==> src/rtl/ipcore_job_arbiter_if.sv <==
// ---------------------------------------------------------------------------
// ipcore_job_arbiter_if
// Bundles the requester, response and core-side signals of the job arbiter.
//
// Parameters:
//   NUM_REQ    - number of requesters (2..8)
//   DATA_WIDTH - job / result width
//
// Signals (names as seen from the arbiter):
//   req_valid_i   [NUM_REQ]            per-requester job valid
//   req_data_i    [NUM_REQ*DATA_WIDTH] job payloads, requester i at [i*DATA_WIDTH +: DATA_WIDTH]
//   req_ready_o   [NUM_REQ]            one-hot accept strobe
//   rsp_valid_o                        response valid
//   rsp_ready_i                        response consumer ready
//   rsp_id_o      [ID_W]               requester that owns the response
//   rsp_data_o    [DATA_WIDTH]         result
//   rsp_err_o                          job failed
//   core_enable_o                      one-cycle start pulse to the core
//   core_data_o   [DATA_WIDTH]         job payload to the core
//   core_status_i [2]                  core status (IDLE/BUSY/DONE/ERROR)
//   core_data_i   [DATA_WIDTH]         core result
//   busy_o                             arbiter not idle
//
// Modports:
//   slave  - the arbiter itself
//   master - the surrounding requesters, response consumer and core
// ---------------------------------------------------------------------------
interface ipcore_job_arbiter_if #(
    parameter int unsigned NUM_REQ    = 4,
    parameter int unsigned DATA_WIDTH = 32
) ();
    localparam int unsigned ID_W = $clog2(NUM_REQ);

    logic [NUM_REQ-1:0]            req_valid_i;
    logic [NUM_REQ*DATA_WIDTH-1:0] req_data_i;
    logic [NUM_REQ-1:0]            req_ready_o;
    logic                          rsp_valid_o;
    logic                          rsp_ready_i;
    logic [ID_W-1:0]               rsp_id_o;
    logic [DATA_WIDTH-1:0]         rsp_data_o;
    logic                          rsp_err_o;
    logic                          core_enable_o;
    logic [DATA_WIDTH-1:0]         core_data_o;
    logic [1:0]                    core_status_i;
    logic [DATA_WIDTH-1:0]         core_data_i;
    logic                          busy_o;

    modport slave (
        input  req_valid_i, req_data_i, rsp_ready_i, core_status_i, core_data_i,
        output req_ready_o, rsp_valid_o, rsp_id_o, rsp_data_o, rsp_err_o,
               core_enable_o, core_data_o, busy_o
    );

    modport master (
        output req_valid_i, req_data_i, rsp_ready_i, core_status_i, core_data_i,
        input  req_ready_o, rsp_valid_o, rsp_id_o, rsp_data_o, rsp_err_o,
               core_enable_o, core_data_o, busy_o
    );
endinterface

==> src/rtl/ipcore_job_arbiter.sv <==
// ---------------------------------------------------------------------------
// ipcore_job_arbiter
// Round-robin job arbiter and sequencer for the shared custom_axi_ip core.
// Grants one requester job at a time, pulses the core enable, waits for the
// core to report DONE or ERROR and returns the result tagged with the
// requester ID on a single response channel.
//
// Parameters:
//   NUM_REQ        - number of requesters, 2..8
//   DATA_WIDTH     - job / result width
//   TIMEOUT_CYCLES - watchdog limit in A_WAIT (watchdog builds only)
//
// Ports:
//   clk_i  - clock
//   rst_ni - asynchronous active-low reset
//   bus    - ipcore_job_arbiter_if.slave: requester, response and core signals
//
// Build option:
//   IPARB_WATCHDOG_EN - when defined, A_WAIT gives up after TIMEOUT_CYCLES
//                       cycles and answers with err=1, data=0.
// ---------------------------------------------------------------------------
module ipcore_job_arbiter #(
    parameter int unsigned NUM_REQ        = 4,
    parameter int unsigned DATA_WIDTH     = 32,
    parameter int unsigned TIMEOUT_CYCLES = 256
) (
    input  logic                clk_i,
    input  logic                rst_ni,
    ipcore_job_arbiter_if.slave bus
);

    localparam int unsigned ID_W = $clog2(NUM_REQ);

    if (NUM_REQ < 2 || NUM_REQ > 8 || TIMEOUT_CYCLES < 1) begin : g_param_check
        $error("ipcore_job_arbiter: NUM_REQ must be 2..8 and TIMEOUT_CYCLES >= 1");
    end

    typedef enum logic [1:0] {
        A_IDLE  = 2'd0,
        A_ISSUE = 2'd1,
        A_WAIT  = 2'd2,
        A_RESP  = 2'd3
    } state_e;

    typedef enum logic [1:0] {
        ST_IDLE  = 2'd0,
        ST_BUSY  = 2'd1,
        ST_DONE  = 2'd2,
        ST_ERROR = 2'd3
    } status_e;

    state_e                state_q, state_d;
    logic [ID_W-1:0]       last_grant_q, last_grant_d;
    logic [ID_W-1:0]       id_q, id_d;
    logic [DATA_WIDTH-1:0] job_q, job_d;
    logic [DATA_WIDTH-1:0] rsp_data_q, rsp_data_d;
    logic                  rsp_err_q, rsp_err_d;

`ifdef IPARB_WATCHDOG_EN
    localparam int unsigned CNT_W = $clog2(TIMEOUT_CYCLES + 1);
    logic [CNT_W-1:0]      cnt_q, cnt_d;
`endif

    status_e               status;
    logic                  any_valid;
    logic [ID_W-1:0]       grant_id;
    logic [ID_W-1:0]       cand;
    logic [NUM_REQ-1:0]    req_ready;

    assign status = status_e'(bus.core_status_i);

    // Round-robin search: first valid requester starting just above the last
    // served one, so the previous winner is checked last.
    always_comb begin
        any_valid = 1'b0;
        grant_id  = '0;
        cand      = '0;
        for (int unsigned i = 1; i <= NUM_REQ; i++) begin
            cand = ID_W'((32'(last_grant_q) + i) % NUM_REQ);
            if (!any_valid && bus.req_valid_i[cand]) begin
                any_valid = 1'b1;
                grant_id  = cand;
            end
        end
    end

    // Next-state logic
    always_comb begin
        state_d      = state_q;
        last_grant_d = last_grant_q;
        id_d         = id_q;
        job_d        = job_q;
        rsp_data_d   = rsp_data_q;
        rsp_err_d    = rsp_err_q;
`ifdef IPARB_WATCHDOG_EN
        cnt_d        = cnt_q;
`endif
        case (state_q)
            A_IDLE: begin
                if (any_valid) begin
                    id_d    = grant_id;
                    job_d   = bus.req_data_i[grant_id*DATA_WIDTH +: DATA_WIDTH];
                    state_d = A_ISSUE;
                end
            end
            A_ISSUE: begin
`ifdef IPARB_WATCHDOG_EN
                cnt_d   = '0;
`endif
                state_d = A_WAIT;
            end
            A_WAIT: begin
                case (status)
                    ST_DONE: begin
                        rsp_data_d = bus.core_data_i;
                        rsp_err_d  = 1'b0;
                        state_d    = A_RESP;
                    end
                    ST_ERROR: begin
                        rsp_data_d = '0;
                        rsp_err_d  = 1'b1;
                        state_d    = A_RESP;
                    end
                    default: begin
`ifdef IPARB_WATCHDOG_EN
                        // Checked only when no DONE/ERROR arrived, so a
                        // completion in the expiry cycle still wins.
                        if (cnt_q == CNT_W'(TIMEOUT_CYCLES)) begin
                            rsp_data_d = '0;
                            rsp_err_d  = 1'b1;
                            state_d    = A_RESP;
                        end else begin
                            cnt_d = cnt_q + CNT_W'(1);
                        end
`endif
                    end
                endcase
            end
            A_RESP: begin
                if (bus.rsp_ready_i) begin
                    last_grant_d = id_q;
                    state_d      = A_IDLE;
                end
            end
            default: state_d = A_IDLE;
        endcase
    end

    always_ff @(posedge clk_i or negedge rst_ni) begin
        if (!rst_ni) begin
            state_q      <= A_IDLE;
            last_grant_q <= ID_W'(NUM_REQ - 1);
            id_q         <= '0;
            job_q        <= '0;
            rsp_data_q   <= '0;
            rsp_err_q    <= 1'b0;
        end else begin
            state_q      <= state_d;
            last_grant_q <= last_grant_d;
            id_q         <= id_d;
            job_q        <= job_d;
            rsp_data_q   <= rsp_data_d;
            rsp_err_q    <= rsp_err_d;
        end
    end

`ifdef IPARB_WATCHDOG_EN
    always_ff @(posedge clk_i or negedge rst_ni) begin
        if (!rst_ni) begin
            cnt_q <= '0;
        end else begin
            cnt_q <= cnt_d;
        end
    end
`endif

    // Accept strobe is combinational from state and valids; gated by reset so
    // every output is low while rst_ni is asserted.
    always_comb begin
        req_ready = '0;
        if (rst_ni && state_q == A_IDLE && any_valid) begin
            req_ready[grant_id] = 1'b1;
        end
    end

    // All remaining outputs decode from registered state, so an asynchronous
    // reset clears them immediately.
    assign bus.req_ready_o   = req_ready;
    assign bus.core_enable_o = (state_q == A_ISSUE);
    assign bus.core_data_o   = (state_q == A_ISSUE || state_q == A_WAIT) ? job_q : '0;
    assign bus.rsp_valid_o   = (state_q == A_RESP);
    assign bus.rsp_id_o      = (state_q == A_RESP) ? id_q : '0;
    assign bus.rsp_data_o    = (state_q == A_RESP) ? rsp_data_q : '0;
    assign bus.rsp_err_o     = (state_q == A_RESP) && rsp_err_q;
    assign bus.busy_o        = (state_q != A_IDLE);

endmodule

==> src/flat_wrapper.sv <==
// flat-port wrapper written by rule: the top's interface ports become plain ports
module ipcore_job_arbiter_flat 
#(
    parameter int unsigned NUM_REQ        = 4,
    parameter int unsigned DATA_WIDTH     = 32,
    parameter int unsigned TIMEOUT_CYCLES = 256
)
  (clk_i, rst_ni, bus_req_valid_i, bus_req_data_i, bus_rsp_ready_i, bus_core_status_i, bus_core_data_i, bus_req_ready_o, bus_rsp_valid_o, bus_rsp_id_o, bus_rsp_data_o, bus_rsp_err_o, bus_core_enable_o, bus_core_data_o, bus_busy_o);
  ipcore_job_arbiter_if #(.NUM_REQ(NUM_REQ), .DATA_WIDTH(DATA_WIDTH)) bus_i ();
  input  logic clk_i;
  input  logic rst_ni;
  input wire logic [$bits(bus_i.req_valid_i)-1:0] bus_req_valid_i;
  input wire logic [$bits(bus_i.req_data_i)-1:0] bus_req_data_i;
  input wire logic [$bits(bus_i.rsp_ready_i)-1:0] bus_rsp_ready_i;
  input wire logic [$bits(bus_i.core_status_i)-1:0] bus_core_status_i;
  input wire logic [$bits(bus_i.core_data_i)-1:0] bus_core_data_i;
  output wire logic [$bits(bus_i.req_ready_o)-1:0] bus_req_ready_o;
  output wire logic [$bits(bus_i.rsp_valid_o)-1:0] bus_rsp_valid_o;
  output wire logic [$bits(bus_i.rsp_id_o)-1:0] bus_rsp_id_o;
  output wire logic [$bits(bus_i.rsp_data_o)-1:0] bus_rsp_data_o;
  output wire logic [$bits(bus_i.rsp_err_o)-1:0] bus_rsp_err_o;
  output wire logic [$bits(bus_i.core_enable_o)-1:0] bus_core_enable_o;
  output wire logic [$bits(bus_i.core_data_o)-1:0] bus_core_data_o;
  output wire logic [$bits(bus_i.busy_o)-1:0] bus_busy_o;
  assign bus_i.req_valid_i = bus_req_valid_i;
  assign bus_i.req_data_i = bus_req_data_i;
  assign bus_i.rsp_ready_i = bus_rsp_ready_i;
  assign bus_i.core_status_i = bus_core_status_i;
  assign bus_i.core_data_i = bus_core_data_i;
  assign bus_req_ready_o = bus_i.req_ready_o;
  assign bus_rsp_valid_o = bus_i.rsp_valid_o;
  assign bus_rsp_id_o = bus_i.rsp_id_o;
  assign bus_rsp_data_o = bus_i.rsp_data_o;
  assign bus_rsp_err_o = bus_i.rsp_err_o;
  assign bus_core_enable_o = bus_i.core_enable_o;
  assign bus_core_data_o = bus_i.core_data_o;
  assign bus_busy_o = bus_i.busy_o;
  ipcore_job_arbiter #(.NUM_REQ(NUM_REQ), .DATA_WIDTH(DATA_WIDTH), .TIMEOUT_CYCLES(TIMEOUT_CYCLES)) u_core (.clk_i(clk_i), .rst_ni(rst_ni), .bus(bus_i));
endmodule
==> config.mk <==
export PLATFORM = sky130hd
export DESIGN_NAME = ipcore_job_arbiter_flat
export DESIGN_NICKNAME = d
export VERILOG_FILES = /design/src/rtl/ipcore_job_arbiter_if.sv /design/src/rtl/ipcore_job_arbiter.sv /design/src/flat_wrapper.sv
export SDC_FILE = /design/constraint.sdc
export NUM_CORES = 1
export LEC_CHECK = 0
export BUFFER_PORTS_ARGS = -buffer_cell sky130_fd_sc_hd__buf_2
export CAP_MARGIN = 5
export CORE_ASPECT_RATIO = 1.75
export CORE_UTILIZATION = 50
export CTS_BUF_LIST = sky130_fd_sc_hd__clkbuf_16
export CTS_CLUSTER_DIAMETER = 120
export DETAILED_ROUTE_END_ITERATION = 8
export PLACE_DENSITY = 0.86
export RECOVER_POWER = 25
export SKIP_CTS_REPAIR_TIMING = 1
export SLEW_MARGIN = 20
export SYNTH_ARGS = -nofsm -noshare
export SYNTH_HDL_FRONTEND = slang
export SYNTH_SLANG_ARGS = --single-unit
==> constraint.sdc <==
create_clock -name clk_i -period 4.8 [get_ports clk_i]
set_input_delay 0.24 -clock clk_i [delete_from_list [all_inputs] [get_ports clk_i]]
set_output_delay 0.24 -clock clk_i [all_outputs]
set_load 0.02 [all_outputs]
==> flow_summary.json <==
{
  "crit_type": "register to primary output",
  "clk_path_buf_depth": 2,
  "place_congestion": 0.893,
  "die_w_um": 76.6,
  "cpMostUsedCell": "inv_1",
  "io_buffers": 242,
  "start_util_pct": 51.4,
  "syn_area_per_cell_sq_um": 9.67,
  "crit_chain": "inv_1 > ha_1 > inv_1 > a21oi_4 > buf_4 > and3_1 > buf_2",
  "hold_path.class": "input port to asynchronous set/reset pin",
  "grt_start_max_net_pins": 76,
  "synth_edf_count": 0,
  "fp.dieH_um": 132,
  "fin_nets": 890,
  "htreeDepth": 3,
  "numClockSinks": 71,
  "p_leak_nw": 3.14,
  "syn_area_sq_um": 4860,
  "pin_count": 243,
  "clkTransAtPathRegs_ps": 50,
  "slowest_delay_ps": 770,
  "placed_cell_area_sq_um": 6000,
  "start_kind": "register",
  "yosysSeqAreaShare_pct": 36.6,
  "synthCells": 503,
  "rows": 47,
  "root_buffer": "clkbuf_16",
  "slew_viol_final": 0,
  "clock_latency_ps": 330,
  "grt_pass1_wl_um": 22500,
  "antenna_left": 0,
  "slowest_stage": "a21oi_4",
  "finalSetupTns_ps": 0,
  "syn_nets": 677,
  "fmax_ghz": 0.338,
  "period_share_pct": 61.6,
  "fp.coreArea_sq_um": 9470,
  "first_global_vias": 4857,
  "max_slew_margin_pct": 32.5,
  "finalHoldViolCount": 0,
  "drt_iter0_markers": 242,
  "die_area_sq_um": 10100,
  "holdWs_ps": 61.0,
  "drtPass1Iterations": 4,
  "design_area_sq_um": 6310,
  "synth_warnings": 0,
  "drive_above_1_share_pct": 46.7,
  "routedWlPerCell_um": 16.3,
  "dp_hpwl_um": 10400,
  "numCtsBuffers": 9,
  "synthArstFlopShare_pct": 100,
  "synthDistinctLibCells": 38,
  "setup_viol": 0,
  "power_density_nw_per_um2": 664,
  "worstPathArrival_ps": 2720,
  "num_vias": 4672,
  "avgViaCountPerCell": 5.53,
  "vdd_drop_max_uv": 341,
  "worstPathRequired_ps": 4560,
  "cts_tree": "yes",
  "synth-seq-cells": 71,
  "grt_antenna_before_repair": 3,
  "maxCapViolations": 0,
  "fin_worst_skew_ps": 5.07,
  "grt_overflow_total": 0,
  "grtUsageTotal_pct": 27.8,
  "drc": 0,
  "path_max_fanout": 45,
  "worst_pin_slew_ps": 1010,
  "rsz0062_at_grt": "no",
  "endpoint_kind": "primary output",
  "fin_crit_ps": 2960,
  "path_buf_inv": 4,
  "status": "finished clean",
  "wirelength_um": 13700,
  "critPathTopFamily": "buffers and inverters",
  "syn_to_final_growth_pct": 29.7,
  "ys.flop_type": "dfrtp_1"
}
==> routing by layer <==
| metal | up-vias | GRT usage (%) | wire [um] |
|---|---|---|---|
| li1 | 2209 | - | - |
| met1 | 2148 | 30.5 | 5250 |
| met2 | 264 | 46.7 | 6760 |
| met3 | 49 | 8.41 | 1130 |
| met4 | 2 | 17.0 | 595 |
| met5 | - | 0 | 10 |
==> synth_stat cells, drive strengths merged (2+ instances only) <==
cell,n,area [sq um]
inv,7,26.3
and4,2,17.5
nand2b,35,226
a221oi,32,468
mux2,3,33.8
a31oi,2,18.8
o22ai,37,419
dfstp,2,52.6
dfrtp,69,1730
nor3,2,21.3
clkbuf,22,82.6
and2,67,419
a21oi,7,46.3
nand2,43,166
o21ai,69,345
nor2,40,168
buf,22,196
mux2i,33,330
ha,5,62.6
==> logic make-up (layout without fill, tap and decap cells) <==
group / count (synthesis) / in the layout / share of synthesized area (%)
other: 0 / 2 / 0
muxes: 36 / 36 / 7.48
adders and majority gates: 5 / 5 / 1.29
AOI/OAI and AO/OA: 150 / 150 / 27.3
DFF: 71 / 71 / 36.6
buffers and inverters: 51 / 269 / 6.28
and+or+nand+nor: 190 / 190 / 21.1
==> stage by stage <==
stage / instances / util, % / setup WS, ps / total power, W
after floorplan: 503 / - / 2820 / 0.00288
after global placement: 827 / 63.3 / 2310 / 0.00341
after detailed placement: 827 / 63.3 / 2200 / 0.00351
after CTS: 843 / 66.6 / 1850 / 0.00421
after global routing: 844 / 66.6 / 1640 / 0.00447
final: 845 / 66.6 / 1840 / 0.00419
==> sequential cells by signal, indices dropped and copies added (netlist names) <==
name,flops
u_core.id_q,2
u_core.rsp_err_q,1
u_core.rsp_data_q,32
u_core.state_q,2
u_core.last_grant_q,2
u_core.job_q,32
==> power by group <==
| group | switching [W] | internal, W |
|---|---|---|
| combinational | 0.00151 | 0.000962 |
| clock | 0.000235 | 0.000445 |
| sequential | 0.000176 | 0.000861 |
| total | 0.00192 | 0.00227 |
==> cell type report <==
cell class / count / area (sq um)
tap: 122 / 153
sequential: 71 / 1780
inverter: 7 / 26.3
fill: 724 / 3160
clock inverter: 7 / 78.8
multi-input combinational: 381 / 2800
clock buffer: 9 / 225
antenna: 2 / 5.00
timing repair buffer: 246 / 1240
==> path summary, 6_finish.rpt <==
check                      cells past startpoint  slack, ps                     to             startpoint
setup / recovery                               7       1840     bus_req_ready_o[0]      u_core.state_q[1]
hold / removal                                 1         60  u_core.rsp_data_q[20]                 rst_ni
setup reg to reg                               7       2370       u_core.job_q[28]      u_core.state_q[1]
hold reg to reg                                2        470  u_core.rsp_data_q[22]  u_core.rsp_data_q[22]
max in group asynchronous                      1       4170        u_core.job_q[8]                 rst_ni
min in group clk_i                             3        170   u_core.rsp_data_q[1]     bus_core_data_i[1]
==> layout by cell type, fill, tap and decap left out, drive strengths merged <==
| cell type | Yosys | final |
|---|---|---|
| a21bo | 1 | 1 |
| a21oi | 7 | 7 |
| a221oi | 32 | 32 |
| a31oi | 2 | 2 |
| and2 | 67 | 67 |
| and3 | 1 | 1 |
| and4 | 2 | 2 |
| buf | 22 | 246 |
| bufinv | 0 | 2 |
| clkbuf | 22 | 9 |
| clkinv | 0 | 4 |
| dfrtp | 69 | 69 |
| dfstp | 2 | 2 |
| diode | 0 | 2 |
| ha | 5 | 5 |
| inv | 7 | 8 |
| mux2 | 3 | 3 |
| mux2i | 33 | 33 |
| nand2 | 43 | 43 |
| nand2b | 35 | 35 |
| nor2 | 40 | 40 |
| nor3 | 2 | 2 |
| o211ai | 1 | 1 |
| o21ai | 69 | 69 |
| o221ai | 1 | 1 |
| o22ai | 37 | 37 |
No activity file was read; power rests on OpenSTA's default activity.
